`config.mk`:
```
export PLATFORM = sky130hd
export DESIGN_NAME = seg7_serial_tx_flat
export DESIGN_NICKNAME = d
export VERILOG_FILES = /design/src/rtl/seg7_pkg.sv /design/src/rtl/seg7_serial_tx_if.sv /design/src/rtl/seg7_bit_timer.sv /design/src/rtl/seg7_serial_tx.sv /design/src/flat_wrapper.sv
export SDC_FILE = /design/constraint.sdc
export NUM_CORES = 1
export LEC_CHECK = 0
export BUFFER_PORTS_ARGS = -buffer_cell sky130_fd_sc_hd__buf_2
export CORE_ASPECT_RATIO = 1.1
export CORE_UTILIZATION = 54
export CTS_CLUSTER_DIAMETER = 40
export DETAILED_ROUTE_END_ITERATION = 8
export GPL_TIMING_DRIVEN = 0
export MAX_ROUTING_LAYER = met4
export PLACE_DENSITY_LB_ADDON = 0.3
export SETUP_SLACK_MARGIN = 0.05
export SLEW_MARGIN = 20
export SYNTH_ARGS = -nofsm -noshare
export SYNTH_HDL_FRONTEND = slang
export SYNTH_SLANG_ARGS = --single-unit
```
`constraint.sdc`:
```
create_clock -name clk -period 1.7 [get_ports clk]
set_input_delay 0.17 -clock clk [delete_from_list [all_inputs] [get_ports clk]]
set_output_delay 0.17 -clock clk [all_outputs]
set_load 0.05 [all_outputs]
```
`src/rtl/seg7_pkg.sv`:
```
// Shared definitions for the 7-segment serial transmitter.
//   seg7_state_e  : transmitter FSM states
//   SEG7_FRAME_W  : default frame width (8 digits x 8 segments)
//   SEG7_CLK_DIV  : default clk cycles per seg_clk half-period
package seg7_pkg;

  localparam int unsigned SEG7_FRAME_W = 64;
  localparam int unsigned SEG7_CLK_DIV = 2;

  typedef enum logic [1:0] {
    StIdle,
    StShift,
    StDone
  } seg7_state_e;

endpackage

```
`src/rtl/seg7_serial_tx_if.sv`:
```
// Frame handshake between the segment-remap stage and the serial transmitter.
//   start : frame request (master -> slave)
//   data  : frame bits in board order, MSB shifted first (master -> slave)
//   busy  : frame in flight (slave -> master)
//   done  : one-cycle completion pulse (slave -> master)
interface seg7_serial_tx_if #(
  parameter int unsigned DATA_W = seg7_pkg::SEG7_FRAME_W
) ();

  logic              start;
  logic [DATA_W-1:0] data;
  logic              busy;
  logic              done;

  modport master (
    output start,
    output data,
    input  busy,
    input  done
  );

  modport slave (
    input  start,
    input  data,
    output busy,
    output done
  );

endinterface

```
`src/rtl/seg7_bit_timer.sv`:
```
// Half-period timer for the serial shift clock.
//   clk, rstn : system clock, synchronous active-low reset
//   enable    : run while high; held cleared (start of a low phase) while low
//   rise_tick : last cycle of the low phase (seg_clk goes high next edge)
//   fall_tick : last cycle of the high phase (seg_clk goes low next edge)
module seg7_bit_timer import seg7_pkg::*; #(
  parameter int unsigned CLK_DIV = SEG7_CLK_DIV
) (
  input  logic clk,
  input  logic rstn,
  input  logic enable,
  output logic rise_tick,
  output logic fall_tick
);

  localparam int unsigned PhaseW = $clog2(CLK_DIV) + 1;
  localparam logic [PhaseW-1:0] PhaseLast = PhaseW'(CLK_DIV - 1);

  logic [PhaseW-1:0] phase_q;
  logic              high_q;  // which half of the bit period we are in
  logic              wrap;

  assign wrap      = enable && (phase_q == PhaseLast);
  assign rise_tick = wrap && !high_q;
  assign fall_tick = wrap && high_q;

  always_ff @(posedge clk) begin
    if (!rstn || !enable) begin
      phase_q <= '0;
      high_q  <= 1'b0;
    end else if (wrap) begin
      phase_q <= '0;
      high_q  <= ~high_q;
    end else begin
      phase_q <= phase_q + 1'b1;
    end
  end

endmodule

```
`src/rtl/seg7_serial_tx.sv`:
```
// Serial transmitter for the 7-segment display shift-register chain.
//   clk, rstn : system clock, synchronous active-low reset
//   bus       : start/data request in, busy/done status out
//   seg_clk   : chain shift clock, data valid on its rising edge
//   seg_sout  : serial data, frame MSB first
//   seg_pen   : display enable, low while shifting, dark until first frame
//   seg_clrn  : chain clear, active low, released after reset
// All outputs are registered.
module seg7_serial_tx import seg7_pkg::*; #(
  parameter int unsigned DATA_W  = SEG7_FRAME_W,
  parameter int unsigned CLK_DIV = SEG7_CLK_DIV
) (
  input  logic            clk,
  input  logic            rstn,
  seg7_serial_tx_if.slave bus,
  output logic            seg_clk,
  output logic            seg_sout,
  output logic            seg_pen,
  output logic            seg_clrn
);

  localparam int unsigned BitCntW = $clog2(DATA_W) + 1;
  localparam logic [BitCntW-1:0] LastBit = BitCntW'(DATA_W - 1);

  seg7_state_e        state_q;
  logic [DATA_W-1:0]  sreg_q;
  logic [DATA_W-1:0]  sreg_shl;
  logic [BitCntW-1:0] bit_cnt_q;
  logic               busy_q;
  logic               done_q;
  logic               timer_en;
  logic               rise_tick;
  logic               fall_tick;

  assign timer_en = (state_q == StShift);
  // Shifting a 1-bit frame yields 0, so DATA_W=1 needs no special case.
  assign sreg_shl = sreg_q << 1;

  assign bus.busy = busy_q;
  assign bus.done = done_q;

  seg7_bit_timer #(
    .CLK_DIV(CLK_DIV)
  ) u_bit_timer (
    .clk      (clk),
    .rstn     (rstn),
    .enable   (timer_en),
    .rise_tick(rise_tick),
    .fall_tick(fall_tick)
  );

  always_ff @(posedge clk) begin
    if (!rstn) begin
      state_q   <= StIdle;
      sreg_q    <= '0;
      bit_cnt_q <= '0;
      busy_q    <= 1'b0;
      done_q    <= 1'b0;
      seg_clk   <= 1'b0;
      seg_sout  <= 1'b0;
      seg_pen   <= 1'b0;
      seg_clrn  <= 1'b0;
    end else begin
      seg_clrn <= 1'b1;
      done_q   <= 1'b0;
      case (state_q)
        // DONE behaves like IDLE for acceptance so frames can run back-to-back.
        StIdle, StDone: begin
          if (bus.start) begin
            state_q   <= StShift;
            sreg_q    <= bus.data;
            bit_cnt_q <= '0;
            busy_q    <= 1'b1;
            seg_pen   <= 1'b0;
            seg_clk   <= 1'b0;
            seg_sout  <= bus.data[DATA_W-1];
          end else begin
            state_q <= StIdle;
          end
        end
        StShift: begin
          if (rise_tick) begin
            seg_clk <= 1'b1;
          end else if (fall_tick) begin
            seg_clk <= 1'b0;
            if (bit_cnt_q == LastBit) begin
              state_q  <= StDone;
              busy_q   <= 1'b0;
              done_q   <= 1'b1;
              seg_pen  <= 1'b1;
              seg_sout <= 1'b0;
            end else begin
              bit_cnt_q <= bit_cnt_q + 1'b1;
              sreg_q    <= sreg_shl;
              seg_sout  <= sreg_shl[DATA_W-1];
            end
          end
        end
        default: state_q <= StIdle;
      endcase
    end
  end

endmodule

```
`src/flat_wrapper.sv`:
```
// flat-port wrapper written by rule: the top's interface ports become plain ports
module seg7_serial_tx_flat import seg7_pkg::*;
#(
  parameter int unsigned DATA_W  = SEG7_FRAME_W,
  parameter int unsigned CLK_DIV = SEG7_CLK_DIV
)
  (clk, rstn, seg_clk, seg_sout, seg_pen, seg_clrn, bus_start, bus_data, bus_busy, bus_done);
  seg7_serial_tx_if #(.DATA_W(DATA_W)) bus_i ();
  input  logic clk;
  input  logic rstn;
  output logic seg_clk;
  output logic seg_sout;
  output logic seg_pen;
  output logic seg_clrn;
  input wire logic [$bits(bus_i.start)-1:0] bus_start;
  input wire logic [$bits(bus_i.data)-1:0] bus_data;
  output wire logic [$bits(bus_i.busy)-1:0] bus_busy;
  output wire logic [$bits(bus_i.done)-1:0] bus_done;
  assign bus_i.start = bus_start;
  assign bus_i.data = bus_data;
  assign bus_busy = bus_i.busy;
  assign bus_done = bus_i.done;
  seg7_serial_tx #(.DATA_W(DATA_W), .CLK_DIV(CLK_DIV)) u_core (.clk(clk), .rstn(rstn), .bus(bus_i), .seg_clk(seg_clk), .seg_sout(seg_sout), .seg_pen(seg_pen), .seg_clrn(seg_clrn));
endmodule
```
==> metrics.txt <==
CTS Sinks=81; Post-synth EDFFs=0; PnR worst setup slack=0.0611 ns; drt drc=0; via count=2786; FILL cells=475; Num CTS Buffers=9; Root Buffer Master=clkbuf_8; vias in the first global route=2739; port buffer count=72; Seq/Total Area, Yosys=48.1%; row cnt=29; die height=84.9 um; Die X=77.4 um; Netlist cell types=36; critical path capture point type=flop; Clk pin slew, worst setup/hold paths=0.08 ns; Wirelength per Cell=15.9 um; CP startpoint kind=flop; worst slew pin tran=0.472 ns; FMAX=610 MHz; #FFs+latches synth=81; worst setup slack after placement=-0.115 ns; Commonest cells post-synth=dfxtp_1, o21a_1, o221a_1; detailed-route wire length=7520 um; worst reg2reg setup slack=0.06 ns; area of the mapped netlist=0.00337 mm2; Slew headroom=68.5%; main flop type after synthesis=dfxtp_1; Worst Path Arrival=1.89 ns; Max Root-Sink Buffers=2; dpl hpwl=5140 um; initial antenna violation count=0; Cells after Synth=302; total die area=0.00657 mm2; CTS tree=done; Min Hold Slack=0.0759 ns; Setup TNS=0 ns; first-pass GRT wire length=12100 um; routed vias/inst=5.88; final worst-path cycle share=96.4%; GRT Residual Overflow=0; top post-synthesis cells by area=dfxtp_1, o21a_1, o221a_1; RSZ-0062 raised after global routing=yes; first drt pass iteration count=4; Core Region=0.00591 mm2; most common cell in the netlist=dfxtp_1; DR iter-0 viols=113; Crit Path Max Fanout=10; Setup Skew=0.00827 ns; H-tree depth=3; Clock Latency Late Sink=0.35 ns; fin. max-slew vios=0; P per Cell Area=995 mW/mm2; Final Hold Fails=0; min Tclk post-route=1.64 ns; Worst VDD drop=0.000549 V; LEAKAGE=1.66 nW; Crit Path Category=flop to flop; max-cap viol count=0; Hold Crit Class=input port to flop; Post-DRT Antenna Nets=0; gp weighted congestion=0.769; cell type with the largest total area after synthesis=dfxtp_1; largest net degree at the start of global routing=14; layout cells sized above 1=37.3%; post-synth top area share=48.1%; total track usage=24.1%; Initial Utilization=57.0%; Async S/R FF share, synth=0%; Layout Area Growth over Synthesis=24.0%; Nets=461; CP required=1.95 ns; Inserted Diodes=0; warnings from Yosys=0; syn avg cell area=11.2 um2; # setup viols final=0; outcome=finished clean; Syn Nets=371; # IOs=73
## area by class of cell
type	count	area (um2)	share of cell area, %
Tap cell	77	96.3	2.30
Clock buffer	11	141	3.38
Buffer	30	179	4.28
Multi-Input combinational cell	189	1640	39.2
Sequential cell	81	1620	38.8
Inverter	2	7.51	0.180
Timing Repair Buffer	79	415	9.93
Clock inverter	5	78.8	1.89
## path summary, 6_finish.rpt
check,start,endpoint,depth (start not counted)
worst max-delay path,u_core.u_bit_timer.phase_q[1],u_core.sreg_q[59],8
worst min-delay path,bus_data[0],u_core.sreg_q[0],3
worst max register to register,u_core.u_bit_timer.phase_q[1],u_core.sreg_q[59],8
worst min register to register,u_core.u_bit_timer.phase_q[0],u_core.u_bit_timer.phase_q[0],1
## where the power goes
part | internal (mW) | total (mW) | switching (mW)
sequential | 2.03 | 2.11 | 0.0737
clock | 0.866 | 1.55 | 0.680
combinational | 0.268 | 0.511 | 0.243
total | 3.17 | 4.16 | 0.996
## cell families (layout without fill, tap and decap cells)
| logic type | after synthesis | after routing | synth area share, % |
|---|---|---|---|
| compound gates | 148 | 148 | 39.1 |
| flops | 81 | 81 | 48.1 |
| simple gates | 37 | 37 | 6.45 |
| buf+inv | 32 | 127 | 5.04 |
| fa+ha+maj | 2 | 2 | 0.742 |
| xor+xnor | 1 | 1 | 0.260 |
| mux | 1 | 1 | 0.334 |
## critical path, cell delays in order, from the launching register on
cell	delay (ns)
dfxtp_1	0.31
inv_2	0.06
ha_4	0.15
and4b_4	0.28
o21ai_4	0.09
buf_8	0.16
buf_6	0.14
o221a_1	0.24
o21a_1	0.11
## placed cells by master, fill, tap and decap left out, drive strengths merged, types with 2 or more instances in the layout
| cell type | count |
|---|---|
| buf | 92 |
| o21a | 62 |
| o311ai | 4 |
| nand3 | 4 |
| a21oi | 7 |
| or2 | 2 |
| bufinv | 2 |
| clkinv | 3 |
| nor2b | 2 |
| inv | 2 |
| nor2 | 7 |
| nand3b | 2 |
| ha | 2 |
| o41ai | 2 |
| o221a | 62 |
| clkbuf | 27 |
| o21ai | 8 |
| dfxtp | 81 |
| nor3 | 6 |
| nand2b | 2 |
| nand2 | 8 |
## through the flow
| stage | total power [mW] | cell area (um2) | cells | utilization [%] |
|---|---|---|---|---|
| 2_1_floorplan | 2.47 | 3370 | 302 | - |
| 3_3_place_gp | 2.62 | 3830 | 451 | 64.8 |
| 3_5_place_dp | 2.64 | 3830 | 451 | 64.8 |
| 4_1_cts | 4.18 | 4110 | 470 | 69.5 |
| 5_1_grt | 4.33 | 4180 | 474 | 70.7 |
| 6_report | 4.16 | 4180 | 474 | 70.7 |
## registers in the layout, summed over array words and instances (netlist names), 2 cells and up
signal                      cells
u_core.u_bit_timer.phase_q      2
u_core.sreg_q                  63
u_core.state_q                  2
u_core.bit_cnt_q                7
## layer usage
layer / global-route usage, % / vias up / share of wire, %
li1: - / 1376 / -
met1: 30.0 / 1327 / 46
met2: 37.0 / 73 / 48
met3: 4.62 / 10 / 4.4
met4: 12.9 / 0 / 1.3
met5: - / - / 0
## what timing repair did
item	CTS	global route
buffers inserted	2	4
endpoints found under the setup margin	67	68
pin swaps	1	3
cloned	0	0
resized for setup	7	16
endpoints found under the hold margin	1	0
hold buffers	1	0
Power figures use the tool's default switching activity.
